### config.mk
export PLATFORM = sky130hd
export DESIGN_NAME = pipelined_instruction_decoder
export DESIGN_NICKNAME = d
export VERILOG_FILES = /design/src/rtl/pipelined_instruction_decoder.sv
export SDC_FILE = /design/constraint.sdc
export NUM_CORES = 1
export LEC_CHECK = 0
export ABC_CLOCK_PERIOD_IN_PS = 2000
export CAP_MARGIN = 0
export CORE_ASPECT_RATIO = 0.6
export CORE_MARGIN = 2
export CORE_UTILIZATION = 42
export DETAILED_ROUTE_END_ITERATION = 12
export GPL_TIMING_DRIVEN = 0
export PLACE_DENSITY = 0.73
export SLEW_MARGIN = 10
export SYNTH_ARGS = -nofsm -noshare
export SYNTH_HDL_FRONTEND = slang
export SYNTH_SLANG_ARGS = --single-unit
### constraint.sdc
create_clock -name clk -period 2 [get_ports clk]
set_input_delay 0.3 -clock clk [delete_from_list [all_inputs] [get_ports clk]]
set_output_delay 0.3 -clock clk [all_outputs]
set_load 0.01 [all_outputs]
### src/rtl/pipelined_instruction_decoder.sv
// Registered decode stage for the 8-bit teaching CPU: fetch register, one-cycle decode,
// jump-shadow squashing, general stall and a counted multi-cycle WAIT instruction.
module pipelined_instruction_decoder #(
  parameter logic [7:0] WAIT_OPC    = 8'hDF,
  parameter int         WAIT_CYCLES = 4,
  parameter int         CNT_W       = 4
) (
  input  logic       clk,
  input  logic       sync_reset,
  input  logic [7:0] next_instr,
  input  logic       stall,
  input  logic       nz_flag,
  output logic [7:0] ir,
  output logic [3:0] ir_nibble,
  output logic [8:0] reg_en,
  output logic [7:0] from_ID,
  output logic [3:0] source_sel,
  output logic       i_sel,
  output logic       x_sel,
  output logic       y_sel,
  output logic       jmp,
  output logic       jmp_nz,
  output logic       branch_taken,
  output logic       nop,
  output logic       fetch_hold
);

  // state    | meaning
  // ST_RUN   | normal fetch/decode; a WAIT in ir starts the hold
  // ST_WAIT  | WAIT issued; ir frozen, decode emits bubbles until cnt reaches 0
  typedef enum logic {ST_RUN, ST_WAIT} state_t;

  typedef struct packed {
    logic [8:0] reg_en;
    logic [3:0] source_sel;
    logic [3:0] ir_nibble;
    logic       i_sel;
    logic       x_sel;
    logic       y_sel;
    logic       jmp;
    logic       jmp_nz;
    logic       nop;
  } dec_t;

  localparam dec_t RESET_OUT = '{reg_en: 9'h1FF, source_sel: 4'd10, ir_nibble: 4'd0,
                                 i_sel: 1'b0, x_sel: 1'b0, y_sel: 1'b0,
                                 jmp: 1'b0, jmp_nz: 1'b0, nop: 1'b0};
  localparam dec_t BUBBLE_OUT = '{reg_en: 9'h000, source_sel: 4'd0, ir_nibble: 4'd0,
                                  i_sel: 1'b0, x_sel: 1'b0, y_sel: 1'b0,
                                  jmp: 1'b0, jmp_nz: 1'b0, nop: 1'b1};
  localparam logic [CNT_W-1:0] WAIT_INIT = CNT_W'(WAIT_CYCLES);

  function automatic dec_t decode(input logic [7:0] instr);
    dec_t       d;
    logic [2:0] ddd;
    logic [2:0] sss;
    d           = '0;
    d.ir_nibble = instr[3:0];
    ddd         = instr[5:3];
    sss         = instr[2:0];
    if (instr == 8'hC8 || instr == 8'hCF || instr == 8'hD8 || instr == WAIT_OPC) begin
      d.nop = 1'b1;
    end else if (!instr[7]) begin
      d.reg_en[instr[6:4]] = 1'b1;
      if (instr[6:5] == 2'b11) d.reg_en[6] = 1'b1;
      d.source_sel = 4'd8;
      d.i_sel      = (instr[6:4] != 3'd6);
    end else if (!instr[6]) begin
      // move: destination 4 (r) is redirected to the output register
      if (ddd == 3'd4) d.reg_en[8] = 1'b1;
      else             d.reg_en[ddd] = 1'b1;
      if (ddd[2:1] == 2'b11 || sss == 3'd7) d.reg_en[6] = 1'b1;
      if (sss == 3'd4)      d.source_sel = 4'd4;
      else if (sss == ddd)  d.source_sel = 4'd9;
      else                  d.source_sel = {1'b0, sss};
      d.i_sel = (ddd != 3'd6);
    end else if (!instr[5]) begin
      d.reg_en[4]  = 1'b1;
      d.x_sel      = instr[4];
      d.y_sel      = instr[3];
      d.source_sel = {1'b0, sss};
      d.i_sel      = 1'b1;
    end else begin
      d.jmp        = !instr[4];
      d.jmp_nz     = instr[4];
      d.source_sel = {1'b0, sss};
      d.i_sel      = 1'b1;
    end
    return d;
  endfunction

  state_t           state;
  logic [CNT_W-1:0] cnt;
  dec_t             out_q;
  logic             wait_detect;

  assign branch_taken = out_q.jmp | (out_q.jmp_nz & nz_flag);
  assign wait_detect  = (state == ST_RUN) && (ir == WAIT_OPC) && !branch_taken;
  assign fetch_hold   = stall | wait_detect | ((state == ST_WAIT) && (cnt != '0));

  always_ff @(posedge clk) begin
    if (sync_reset) begin
      ir    <= 8'hC8;
      state <= ST_RUN;
      cnt   <= '0;
      out_q <= RESET_OUT;
    end else if (!stall) begin
      if (branch_taken) begin
        out_q <= BUBBLE_OUT;
        ir    <= next_instr;
      end else if (state == ST_WAIT) begin
        out_q <= BUBBLE_OUT;
        if (cnt != '0) begin
          cnt <= cnt - 1'b1;
        end else begin
          ir    <= next_instr;
          state <= ST_RUN;
        end
      end else if (wait_detect) begin
        state <= ST_WAIT;
        cnt   <= WAIT_INIT;
        out_q <= decode(ir);
      end else begin
        out_q <= decode(ir);
        ir    <= next_instr;
      end
    end
  end

  assign reg_en     = out_q.reg_en;
  assign from_ID    = out_q.reg_en[7:0];
  assign source_sel = out_q.source_sel;
  assign ir_nibble  = out_q.ir_nibble;
  assign i_sel      = out_q.i_sel;
  assign x_sel      = out_q.x_sel;
  assign y_sel      = out_q.y_sel;
  assign jmp        = out_q.jmp;
  assign jmp_nz     = out_q.jmp_nz;
  assign nop        = out_q.nop;

endmodule
==> results of run 1 <==
## timing repair
action / 4_1_cts / 5_1_grt
hold buffers: 0 / 0
buffers inserted: 4 / 1
resized for setup: 14 / 2
cloned: 0 / 0
pin swaps: 4 / 1
setup endpoints to repair: 2 / 9
## cell usage in the layout, fill, tap and decap left out, types with 2 or more instances in the layout
cell type / Yosys / layout
dfxtp_1: 36 / 35
nand2b_1: 18 / 18
inv_1: 6 / 6
nor3_1: 6 / 5
clkbuf_8: 0 / 6
a221o_1: 8 / 8
buf_2: 4 / 2
and2_1: 2 / 2
buf_4: 8 / 13
xor2_1: 2 / 2
mux2_2: 2 / 2
buf_6: 2 / 4
o31ai_1: 2 / 2
mux2i_1: 8 / 8
nand3_1: 2 / 2
nor2b_1: 3 / 3
o22ai_1: 2 / 2
nand2_1: 13 / 13
clkdlybuf4s50_1: 0 / 49
a211o_1: 2 / 2
o21ai_0: 8 / 8
nor3b_1: 2 / 2
a21oi_4: 0 / 2
a22oi_1: 4 / 4
a21oi_1: 10 / 9
clkbuf_1: 11 / 11
a221oi_1: 2 / 2
o211ai_1: 3 / 3
o32ai_1: 5 / 5
nor2_1: 19 / 19
## kinds of logic after synthesis
| group | after synthesis |
|---|---|
| DFF | 36 |
| AOI/OAI and AO/OA | 59 |
| adders and majority gates | 1 |
| muxes | 10 |
| xor gates and xnor gates | 2 |
| buffers and inverters | 31 |
| and+or+nand+nor | 72 |
## power breakdown
part	switching, mW	internal (mW)
Sequential	0.0354	0.756
Clock	0.255	0.237
Combinational	0.180	0.208
Total	0.470	1.20
## layer usage
layer  track usage (%)  share of wire [%]  routed length [um]  vias to the layer above
li1                  -                  -                   -                      887
met4             9.670               0.86                  44                        0
met5                 0                  0                   0                        -
met1             32.21                 50                2574                      859
met2             29.00                 41                2080                       72
met3             5.420                8.0                 410                        4
## path summary, 6_finish.rpt
| kind | endpoint | slack [ps] | startpoint | depth (start not counted) |
|---|---|---|---|---|
| worst min register to register | y_sel | 470 | y_sel | 2 |
| worst max register to register | ir[1] | 110 | cnt[0] | 6 |
| worst max-delay path | fetch_hold | 50 | stall | 5 |
| worst min-delay path | y_sel | 470 | y_sel | 2 |
## critical path: cells and delay by family
kind / cells / cell delay, ps
AOI/OAI and AO/OA: 1 / 260
buffers and inverters: 4 / 1100
## final cells by class
type / instances / area (um^2)
clock buffer: 6 / 72.57
buffer: 25 / 166.4
tap: 60 / 75.07
multi-input combinational: 144 / 1012
inverter: 6 / 22.52
fill: 372 / 1564
sequential: 36 / 721.9
clock inverter: 1 / 5.005
timing repair buffer: 56 / 549.3
## cell usage after synthesis (3+ instances only)
| cell type | instances | area [um^2] |
|---|---|---|
| nor2b_1 | 3 | 18.77 |
| buf_4 | 8 | 60.06 |
| clkbuf_1 | 11 | 41.29 |
| o32ai_1 | 5 | 43.79 |
| buf_2 | 4 | 20.02 |
| nor2_1 | 19 | 71.32 |
| o211ai_1 | 3 | 22.52 |
| nand2b_1 | 18 | 112.6 |
| a21oi_1 | 10 | 50.05 |
| nand2_1 | 13 | 48.80 |
| dfxtp_1 | 36 | 720.7 |
| a22oi_1 | 4 | 30.03 |
| nor3_1 | 6 | 30.03 |
| o21ai_0 | 8 | 40.04 |
| mux2i_1 | 8 | 80.08 |
| inv_1 | 6 | 22.52 |
| a221o_1 | 8 | 80.08 |
## flip-flops by register name (all words and copies together), names as in the netlist, 4 cells and up
register,flops
reg_en,9
ir,8
cnt,4
ir_nibble,4
source_sel,4
## through the flow
step / power (mW) / cell area, um^2 / setup WS [ps] / hold slack [ps] / std cells
final: 1.671 / 2625 / 45.74 / 471.1 / 334
after global routing: 1.761 / 2625 / 10.33 / 501.8 / 334
after global placement: 1.174 / 2450 / -553.8 / 452.3 / 322
after CTS: 1.674 / 2610 / 16.85 / 472.8 / 333
after detailed placement: 1.177 / 2450 / -554.6 / 462.6 / 322
after floorplan: 1.005 / 1864 / 339.0 / 455.4 / 211
==> results.sh, run 1 <==
export IMPL_final_util_pct=62.66
export IMPL_cts_clk_slew_worst_paths_ps=60
export IMPL_drv_slew=0
export IMPL_htreeDepth=2
export IMPL_ant_nets=0
export IMPL_cts_tree="built"
export IMPL_yosysUniqueCellTypes=47
export IMPL_hold_viol_final=0
export IMPL_syn_to_final_growth_pct=40.81
export IMPL_critPathCaptureType="output port"
export IMPL_diodes=0
export IMPL_synth_top_flop_cell="dfxtp_1"
export IMPL_syn_num_nets=224
export IMPL_synth_compound_area_share_pct=25.10
export IMPL_firstDrtPassIters=5
export IMPL_die_y_um=55.61
export IMPL_yosysWarnings=0
export IMPL_drive_gt1_share_pct=14.23
export IMPL_max_slew_margin_pct=58.62
export IMPL_synth_enable_flop_cells=0
export IMPL_maxCapViolations=0
export IMPL_max_stage_delay_ps=470
export IMPL_setup_tns_final_ps=0
export IMPL_peakVddDrop_uv=323.4
export IMPL_grt_pass1_wl_um=8507
export IMPL_cts_buffers=5
export IMPL_critPathRequiredTime_ps=1700
export IMPL_worstPathArrival_ps=1650
export IMPL_rsz0062_at_grt="false"
export IMPL_vias=1822
export IMPL_initial_core_util_pct=44.50
export IMPL_fin_crit_ps=1954
export IMPL_cts_buffer_depth=2
export IMPL_synth_avg_cell_area_um2=8.835
export IMPL_cpMaxStageDelayCell="clkdlybuf4s50_1"
export IMPL_gr_total_overflow=0
export IMPL_crit_chain="clkdlybuf4s50_1, buf_6, clkbuf_8, a211o_1, dlygate4sd2_1"
export IMPL_worstMarginPinSlew_ps=618.7
export IMPL_drt_total_wl_um=5110
export IMPL_dieArea_mm2=0.005005
export IMPL_synth_async_sr_flop_share_pct=0
export IMPL_path_max_fanout=10
export IMPL_clock_sinks=36
export IMPL_fmax_mhz=511.7
export IMPL_p_leak_nw=0.9739
export IMPL_setup_viol=0
export IMPL_grt_max_degree=11
export IMPL_critPathKind="in -> out"
export IMPL_place_congestion=0.8687
export IMPL_portBuffers=51
export IMPL_grt_pass1_vias=1669
export IMPL_wl_per_cell_um=15.30
export IMPL_clock_skew_ps=10.28
export IMPL_num_io_pins=53
export IMPL_syn_area_mm2=0.001864
export IMPL_cts_root_buffer="clkbuf_8"
export IMPL_synth_seq_cells=36
export IMPL_synth_fa_ha_area_share_pct=0.6711
export IMPL_outcome="finished clean"
export IMPL_clock_latency_ps=290
export IMPL_fin_crit_sh_pct=97.71
export IMPL_crit_path_start_kind="input port"
export IMPL_synthXorXnorAreaFrac_pct=0.9396
export IMPL_powerDensity_mw_per_mm2=636.6
export IMPL_dp_hpwl_um=3659
export IMPL_synth_top_family_by_area="compound AO/OA/AOI/OAI gates"
export IMPL_final_nets=287
export IMPL_vias_per_cell=5.455
export IMPL_synthSimpleGateAreaFrac_pct=20.20
export IMPL_route_detailed_drc=0
export IMPL_core_mm2=0.004189
export IMPL_synthCells=211
export IMPL_die_w_um=90.01
export IMPL_hold_class="reg -> reg"
export IMPL_ys_seq_area_share_pct=38.66
export IMPL_dr_first_iter_drc_count=114
export IMPL_antenna_found_initial=0
export IMPL_rows=18
export IMPL_grt_use_total_pct=21.60
export IMPL_synthMuxAreaShare_pct=5.503
Power figures use the tool's default switching activity.
==> inputs of run 2 (changes only) <==
--- a/config.mk
+++ b/config.mk
@@ -10,3 +10,2 @@
 export CORE_ASPECT_RATIO = 0.6
-export CORE_MARGIN = 2
 export CORE_UTILIZATION = 42
--- a/constraint.sdc
+++ b/constraint.sdc
@@ -3,2 +3,2 @@
 set_output_delay 0.3 -clock clk [all_outputs]
-set_load 0.01 [all_outputs]
+set_load 0.05 [all_outputs]
==> run 2 against run 1 <==
  * Core utilization increased by 0.30 points
  * Critical path depth did not move
  * Design area rose by 0.48%
  * Flip-flop and latch count is the same
  * Maximum frequency fell by 1.6%
  * Register-to-register slack gained 60 ps
  * Critical path type unchanged
  * Highest routed layer unchanged
==> results.sh, run 2 (synthesis results as in run 1) <==
export IMPL_grt_pass1_vias=1581
export IMPL_maxCapViolations=0
export IMPL_worst_r2r_endpoint="source_sel[3]"
export IMPL_clock_latency_ps=290
export IMPL_cts_buffers=5
export IMPL_drive_gt1_share_pct=16.48
export IMPL_placedCellCount=322
export IMPL_diodes=0
export IMPL_max_slew_margin_pct=59.91
export IMPL_hold_slack_ps=462.2
export IMPL_num_io_pins=53
export IMPL_initial_core_util_pct=44.50
export IMPL_gr_total_overflow=0
export IMPL_hp_start="y_sel"
export IMPL_critPathRequiredTime_ps=1700
export IMPL_placed_area_mm2=0.002455
export IMPL_fin_crit_ps=1986
export IMPL_min_path_cells=2
export IMPL_grt_use_total_pct=23.22
export IMPL_hold_class="reg -> reg"
export IMPL_dr_first_iter_drc_count=111
export IMPL_rows=18
export IMPL_cts_root_buffer="clkbuf_8"
export IMPL_p_leak_nw=0.9780
export IMPL_critPathKind="in -> out"
export IMPL_route_detailed_drc=0
export IMPL_r2r_start="ir[7]"
export IMPL_place_congestion=0.8548
export IMPL_cts_hold_buf=0
export IMPL_drt_total_wl_um=5015
export IMPL_cts_clk_slew_worst_paths_ps=70
export IMPL_ff2ff_path_depth=6
export IMPL_p_seq_share_pct=38.9
export IMPL_fin_area_mm2=0.002638
export IMPL_outcome="finished clean"
export IMPL_worstMarginPinSlew_ps=599.4
export IMPL_power_mw=2.033
export IMPL_holdPathEnd="y_sel"
export IMPL_grt_pass1_wl_um=7997
export IMPL_cts_tree="built"
export IMPL_p_sw_uw=634.9
export IMPL_peakVddDrop_uv=537.4
export IMPL_syn_to_final_growth_pct=41.48
export IMPL_powerDensity_mw_per_mm2=770.8
export IMPL_grt_max_degree=12
export IMPL_final_util_pct=62.96
export IMPL_die_w_um=88.01
export IMPL_hold_viol_final=0
export IMPL_dieArea_mm2=0.004718
export IMPL_clock_skew_ps=3.217
export IMPL_final_common_cell="clkdlybuf4s50_1"
export IMPL_wl_per_cell_um=15.06
export IMPL_r2r_setup_slack_ps=170
export IMPL_die_y_um=53.61
export IMPL_core_mm2=0.004189
export IMPL_combPwrFrac_pct=26.6
export IMPL_cts_buffer_depth=2
export IMPL_firstDrtPassIters=4
export IMPL_worstPathArrival_ps=1690
export IMPL_portBuffers=51
export IMPL_rsz0062_at_grt="true"
export IMPL_clockPowerShare_pct=34.5
export IMPL_crit_path_start_kind="input port"
export IMPL_setup_viol=0
export IMPL_vias_per_cell=5.363
export IMPL_drv_slew=0
export IMPL_final_cells=333
export IMPL_antenna_found_initial=0
export IMPL_largest_reg_flops=9
export IMPL_clock_sinks=36
export IMPL_power_share_switching_pct=31.23
export IMPL_dp_hpwl_um=3629
export IMPL_ant_nets=0
export IMPL_htreeDepth=2
export IMPL_p_int_mw=1.398
export IMPL_critPathCaptureType="output port"
export IMPL_fmax_mhz=503.4
export IMPL_vias=1786
export IMPL_final_cell_mix="clkdlybuf4s50_1, dfxtp_1, nor2_1"
export IMPL_fin_crit_sh_pct=99.32
export IMPL_final_nets=285
export IMPL_path_max_fanout=10
run 2: cell types whose count changed in the layout (fill, tap and decap cells not counted), sizes merged:
cell           before  now
clkdlybuf4s50      49   48
bufinv              0    1
buf                19   18
clkinv              1    0
dlymetal6s2s        1    0
clkbuf             17   19
run 2: metrics by stage:
stage / setup WS (ps) / TNS (ps)
global route: -38.69 / -38.69
finish: 13.51 / 0
CTS: -145.5 / -145.5
detailed placement: -870.5 / -3799
global placement: -850.4 / -3158
floorplan: 5.037 / 0
run 2: worst max path at each step:
stage / start / to / slack, ps
after detailed placement: stall / fetch_hold / -870
after global placement: stall / fetch_hold / -850
after CTS: ir[0] / fetch_hold / -150
after floorplan: ir[6] / fetch_hold / 5
after global routing: ir[0] / fetch_hold / -40
final: stall / fetch_hold / 10
run 2: repair_timing:
| item | 4_1_cts | 5_1_grt |
|---|---|---|
| buffers inserted | 1 | 2 |
| endpoints found under the setup margin | 3 | 3 |
| gates resized for setup | 12 | 9 |
| pin swaps | 1 | 3 |
run 2: layout make-up:
type                            count  area [um^2]
Fill cell                         376         1551
Multi-Input combinational cell    144         1013
Sequential cell                    36        725.7
Timing Repair Buffer               54        524.3
Buffer                             25        150.1
Clock buffer                        7        96.34
Tap cell                           60        75.07
Clock inverter                      1        30.03
Inverter                            6        22.52
run 2: power by group through the flow:
stage | Clock [mW] | Combinational [mW] | Sequential, mW
global placement | 0 | 0.527 | 0.806
global route | 0.742 | 0.573 | 0.795
CTS | 0.709 | 0.539 | 0.790
floorplan | 0 | 0.231 | 0.934
finish | 0.701 | 0.541 | 0.791
detailed placement | 0 | 0.530 | 0.806
run 2: critical path, stage by stage:
cell and delay [ps]:
clkdlybuf4s50_1 450, buf_4 210, buf_4 200, a211o_2 310
clkbuf_4 210
run 2: per-layer routing:
metal / share of wire, % / global-route usage, % / up-vias
met1: 52 / 34.68 / 824
met2: 38 / 31.01 / 75
met5: 0 / 0 / -
met3: 8.8 / 5.675 / 6
met4: 1.3 / 10.48 / 0
li1: - / - / 881
